File: src/rtl/loadable_ram_pkg.sv
// rtl/loadable_ram_pkg.sv - shared state encoding and default sizes for loadable_ram
package loadable_ram_pkg;

  typedef enum logic [1:0] {
    ST_IDLE  = 2'd0,
    ST_LOAD  = 2'd1,
    ST_CLEAR = 2'd2
  } state_e;

  localparam int DEF_DATA_W = 8;
  localparam int DEF_ADDR_W = 8;

endpackage

File: src/rtl/ram_sp_core.sv
// rtl/ram_sp_core.sv - storage array, one write port, registered read-first read port
module ram_sp_core #(
  parameter int DATA_W = 8,
  parameter int ADDR_W = 8
) (
  input  logic              clk,
  input  logic              rst_n,
  input  logic              we,
  input  logic [ADDR_W-1:0] waddr,
  input  logic [DATA_W-1:0] wdata,
  input  logic [ADDR_W-1:0] raddr,
  input  logic              rd_zero,
  output logic [DATA_W-1:0] rdata
);

  localparam int DEPTH = 2 ** ADDR_W;

  logic [DATA_W-1:0] mem [DEPTH];

  always_ff @(posedge clk) begin
    if (we) begin
      mem[waddr] <= wdata;
    end
  end

  // Non-blocking read of the array gives read-first behaviour on a same-address write.
  always_ff @(posedge clk) begin
    if (!rst_n || rd_zero) begin
      rdata <= '0;
    end else begin
      rdata <= mem[raddr];
    end
  end

endmodule

File: src/rtl/loadable_ram.sv
// rtl/loadable_ram.sv - CPU memory with stream loader; LOADABLE_RAM_CLEAR_EN adds clear-on-reset
module loadable_ram
  import loadable_ram_pkg::*;
#(
  parameter int DATA_W = DEF_DATA_W,
  parameter int ADDR_W = DEF_ADDR_W
) (
  input  logic              clk,
  input  logic              rst_n,
  input  logic              we,
  input  logic [ADDR_W-1:0] addr,
  input  logic [DATA_W-1:0] d_i,
  output logic [DATA_W-1:0] d_o,
  input  logic              load_start,
  input  logic              ld_valid,
  input  logic [DATA_W-1:0] ld_data,
  input  logic              ld_last,
  output logic              ld_ready,
  output logic              loading,
  output logic              load_done,
  output logic              load_ovf,
  output logic [ADDR_W:0]   load_count
);

  localparam logic [ADDR_W-1:0] PTR_MAX = '1;
  localparam logic [ADDR_W-1:0] PTR_ONE = ADDR_W'(1);
  localparam logic [ADDR_W:0]   CNT_ONE = (ADDR_W + 1)'(1);
`ifdef LOADABLE_RAM_CLEAR_EN
  localparam state_e RESET_STATE = ST_CLEAR;
`else
  localparam state_e RESET_STATE = ST_IDLE;
`endif

  state_e            state_q, state_d;
  logic [ADDR_W-1:0] ptr_q, ptr_d;
  logic [ADDR_W:0]   count_q, count_d;
  logic              done_q, done_d;
  logic              ovf_q, ovf_d;
  logic              mem_we;
  logic [ADDR_W-1:0] mem_waddr;
  logic [DATA_W-1:0] mem_wdata;
  logic              rd_zero;

  always_ff @(posedge clk) begin
    if (!rst_n) begin
      state_q <= RESET_STATE;
      ptr_q   <= '0;
      count_q <= '0;
      done_q  <= 1'b0;
      ovf_q   <= 1'b0;
    end else begin
      state_q <= state_d;
      ptr_q   <= ptr_d;
      count_q <= count_d;
      done_q  <= done_d;
      ovf_q   <= ovf_d;
    end
  end

  always_comb begin
    state_d   = state_q;
    ptr_d     = ptr_q;
    count_d   = count_q;
    done_d    = done_q;
    ovf_d     = ovf_q;
    mem_we    = 1'b0;
    mem_waddr = addr;
    mem_wdata = d_i;
    ld_ready  = 1'b0;
    loading   = 1'b0;
    rd_zero   = 1'b0;
    case (state_q)
      ST_IDLE: begin
        mem_we = we;
        if (load_start) begin
          state_d = ST_LOAD;
          ptr_d   = '0;
          count_d = '0;
          done_d  = 1'b0;
          ovf_d   = 1'b0;
        end
      end
      ST_LOAD: begin
        ld_ready  = 1'b1;
        loading   = 1'b1;
        mem_waddr = ptr_q;
        mem_wdata = ld_data;
        if (ld_valid) begin
          mem_we  = 1'b1;
          count_d = count_q + CNT_ONE;
          // The pointer saturates at the top word; a full memory ends the load.
          if (ptr_q != PTR_MAX) begin
            ptr_d = ptr_q + PTR_ONE;
          end
          if (ld_last) begin
            state_d = ST_IDLE;
            done_d  = 1'b1;
          end else if (ptr_q == PTR_MAX) begin
            state_d = ST_IDLE;
            done_d  = 1'b1;
            ovf_d   = 1'b1;
          end
        end
      end
`ifdef LOADABLE_RAM_CLEAR_EN
      ST_CLEAR: begin
        loading   = 1'b1;
        rd_zero   = 1'b1;
        mem_we    = 1'b1;
        mem_waddr = ptr_q;
        mem_wdata = '0;
        if (ptr_q == PTR_MAX) begin
          state_d = ST_IDLE;
          ptr_d   = '0;
        end else begin
          ptr_d = ptr_q + PTR_ONE;
        end
      end
`endif
      default: state_d = ST_IDLE;
    endcase
  end

  assign load_done  = done_q;
  assign load_ovf   = ovf_q;
  assign load_count = count_q;

  ram_sp_core #(
    .DATA_W(DATA_W),
    .ADDR_W(ADDR_W)
  ) u_core (
    .clk    (clk),
    .rst_n  (rst_n),
    .we     (mem_we & rst_n),
    .waddr  (mem_waddr),
    .wdata  (mem_wdata),
    .raddr  (addr),
    .rd_zero(rd_zero),
    .rdata  (d_o)
  );

endmodule
File: config.mk
export PLATFORM = sky130hd
export DESIGN_NAME = loadable_ram
export DESIGN_NICKNAME = d
export VERILOG_FILES = /design/src/rtl/loadable_ram_pkg.sv /design/src/rtl/ram_sp_core.sv /design/src/rtl/loadable_ram.sv
export SDC_FILE = /design/constraint.sdc
export NUM_CORES = 2
export LEC_CHECK = 0
export ABC_AREA = 1
export ABC_CLOCK_PERIOD_IN_PS = 10240
export CAP_MARGIN = 20
export CELL_PAD_IN_SITES_DETAIL_PLACEMENT = 2
export CELL_PAD_IN_SITES_GLOBAL_PLACEMENT = 2
export CORE_MARGIN = 2
export CORE_UTILIZATION = 47
export CTS_CLUSTER_SIZE = 8
export DETAILED_ROUTE_END_ITERATION = 10
export PLACE_DENSITY = 0.91
export SLEW_MARGIN = 25
export SYNTH_ARGS = -nofsm -noshare
export SYNTH_HDL_FRONTEND = slang
export SYNTH_SLANG_ARGS = --single-unit
File: constraint.sdc
create_clock -name clk -period 10.24 [get_ports clk]
set_input_delay 1.536 -clock clk [delete_from_list [all_inputs] [get_ports clk]]
set_output_delay 1.536 -clock clk [all_outputs]
set_load 0.005 [all_outputs]
==> impl_metrics.py <==
metrics = {
    "die": {
        "die_w_um": 428,
        "io_pins": 51,
        "start_util_pct": 47.3,
        "rows": 155,
        "fp.dieArea_um2": 184000,
        "core_um2": 179000,
        "chipHeight_um": 428,
    },
    "layout": {
        "area_growth_pct": 12.0,
        "drive_above_1_share_pct": 6.94,
        "final_area_um2": 94800,
        "fin_nets": 7172,
    },
    "sta": {
        "fin_crit_sh_pct": 56.8,
        "slew_viol_final": 0,
        "setup-violations-final": 0,
        "hold_violations": 0,
        "tns_ns": 0,
        "grt_setup_unrepaired": "no",
        "skew_ns": 0.0531,
        "layout_setup_ws_ns": 4.42,
        "hold_ws_ns": 0.505,
        "fmax_mhz": 172,
        "worst_slew_pin_slew_ns": 1.30,
        "max-slew-margin-rel_pct": 13.2,
        "period_needed_ns": 5.82,
    },
    "setup_path": {
        "reg2reg_slack_ns": 5.64,
        "end_kind": "flip-flop",
        "startpoint_type": "input pin",
        "crit_fanout": 169,
        "r2r_start": "state_q[0]$_SDFFE_PN0P_",
        "worst_ep_arrival_time_ns": 6.70,
        "crit_required_ns": 11.12,
        "timing.rr.end": "u_core.mem[66][1]$_DFFE_PP_",
        "rr_worst_depth": 9,
        "criticalPathCategory": "in2reg",
    },
    "clocking": {
        "clock_path_buffers": 4,
        "postCtsSetupRepairBufs": 0,
        "root_buffer": "clkbuf_16",
        "cts_hold_buf": 0,
        "tritoncts": "built",
        "cts_buffers": 310,
        "clk_pin_slew_ns": 0.05,
        "numClockSinks": 2076,
        "ctsResizeCount": 0,
        "clk_latency_ns": 0.97,
        "htreeDepth": 5,
    },
    "placement": {
        "io_buffer_count": 50,
        "dp_hpwl_um": 198000,
        "dpl_cell_area_um2": 86400,
        "gp_congestion": 0.822,
        "place_ws_ns": 4.07,
    },
    "yosys": {
        "synthFlopType": "edfxtp_1",
        "synth_warnings": 0,
        "synth_cells": 7187,
        "postSynthRegisterBits": 2076,
        "synth.distinct_cells": 31,
        "syn_area_per_cell_um2": 11.8,
        "synth_async_sr_flop_share_pct": 0,
        "synth-edff-count": 2048,
        "ys_seq_area_share_pct": 73.3,
        "synth_nets": 7219,
        "syn-cell-area_um2": 84700,
    },
    "run_status": {
        "outcome": "complete, no violations",
    },
    "grt": {
        "grt_pass1_vias": 71200,
        "antenna_found_initial": 18,
        "grt_max_degree": 200,
        "grt_pass1_wl_um": 565000,
        "grt_overflow": 0,
        "grt_usage_pct": 42.8,
    },
    "detailed_routing": {
        "drt_iter0_markers": 11100,
        "via_per_inst": 7.12,
        "ant_nets": 0,
        "drt_pass1_iterations": 8,
        "drc_errors": 0,
        "via_count": 68100,
        "wl_per_cell_um": 41.7,
        "drt-total-wl_um": 399000,
    },
    "worst_hold_path": {
        "hold_depth": 2,
        "whs_endpoint": "load_ovf$_SDFFE_PN0P_",
        "hold_class": "reg2reg",
        "min_from": "load_ovf$_SDFFE_PN0P_",
    },
    "run": {
        "cap_violations": 0,
    },
    "pwr": {
        "p_leak_nw": 32.7,
        "power_density_nw_per_um2": 218,
        "ir_worst_vdd_mv": 0.256,
    },
}
[worst max path at each step]
stage	from	end	slack (ns)	depth (start not counted)
final	addr[0]	u_core.rdata[2]$_SDFF_PN0_	4.42	14
after global routing	addr[0]	u_core.rdata[1]$_SDFF_PN0_	4.41	14
after CTS	addr[0]	u_core.rdata[2]$_SDFF_PN0_	4.76	14
after detailed placement	addr[0]	u_core.rdata[1]$_SDFF_PN0_	4.07	14
after global placement	addr[0]	u_core.rdata[1]$_SDFF_PN0_	4.33	14
after floorplan	d_i[0]	u_core.mem[0][0]$_DFFE_PP_	4.79	2
[cells in the mapped netlist, types with 6 or more instances]
library cell | instances | area, um2
o22ai_1 | 17 | 106
buf_4 | 58 | 435
nor3_1 | 6 | 30.0
buf_2 | 298 | 1490
inv_2 | 14 | 52.6
nor2_1 | 368 | 1380
clkbuf_1 | 87 | 327
buf_1 | 31 | 116
inv_1 | 46 | 173
nor2_2 | 12 | 75.1
a21oi_1 | 33 | 165
edfxtp_1 | 2048 | 61500
nand3_1 | 1934 | 9680
buf_6 | 14 | 158
nand2_1 | 2126 | 7980
dfxtp_1 | 28 | 561
o21ai_0 | 41 | 205
[layout make-up]
type,instances,area (um2)
Antenna cell,10,25.0
Sequential cell,2076,62100
Tap cell,2355,2950
Clock inverter,7,90.1
Fill cell,16700,84000
Timing Repair Buffer,130,1320
Multi-Input combinational cell,4561,20000
Clock buffer,371,8160
Inverter,61,263
[critical path: stages]
cell and delay, ns:
buf_8 0.41, buf_4 0.61, buf_4 0.71, buf_12 0.52
nand2_1 0.16, nand3_1 0.21, nand3_1 0.20, nand3_1 0.26
nand3_1 0.34, nand3_1 0.28, nand3_1 0.31, nand3_1 0.29
nand2_1 0.14, nor2_1 0.22
[stage by stage]
stage / total power [W] / utilization, % / instances
global route: 0.0209 / 53.0 / 9562
finish: 0.0207 / 53.0 / 9571
global placement: 0.0109 / 48.3 / 9181
detailed placement: 0.0110 / 48.3 / 9181
CTS: 0.0206 / 52.9 / 9559
floorplan: 0.0105 / - / 7187
[flip-flops by register name, indices dropped and copies added (netlist names)]
register,flops
state_q,1
load_count,9
u_core.mem,2048
load_done,1
u_core.rdata,8
ptr_q,8
load_ovf,1
[per-layer routing]
metal	global-route usage (%)	up-vias	share of wire, %
li1	-	25300	-
met1	52.2	34800	35
met2	68.1	6251	47
met3	9.76	1855	10
met4	29.4	20	8.2
met5	0	-	0.030
[power breakdown]
group | leakage [nW] | switching, W | total, W | internal [W]
combinational | 10.0 | 0.00127 | 0.00153 | 0.000255
clock | 4.02 | 0.00414 | 0.00969 | 0.00554
sequential | 18.7 | 0.0000141 | 0.00950 | 0.00948
total | 32.7 | 0.00543 | 0.0207 | 0.0153
[cell usage in the layout, fill, tap and decap left out, types with 2 or more instances in the layout]
cell and n:
inv_8 2, nand2_2 5, buf_16 2, buf_6 7, buf_8 3, clkbuf_1 53
nand2_4 8, o21ai_2 5, and3_1 2, clkdlybuf4s50_1 43, ha_1 2, nor2_2 44
nor3_1 6, nand2_1 2113, dfxtp_1 28, nor2_1 336, nand3_2 3, diode_2 10
buf_4 61, clkbuf_16 318, a211oi_1 3, nor2_4 3, edfxtp_1 2048, buf_2 2
a21oi_1 32, inv_1 43, buf_12 12, inv_2 14, nand3_1 1934, o22ai_1 17
o21ai_0 41, inv_6 4, a21oi_2 2
[cells by family after synthesis]
group | count (synthesis) | share of synthesized area [%]
buf+inv | 550 | 3.28
simple gates | 4457 | 22.7
compound gates | 102 | 0.668
fa+ha+maj | 2 | 0.0296
flops | 2076 | 73.3
No activity file was read; power rests on OpenSTA's default activity.
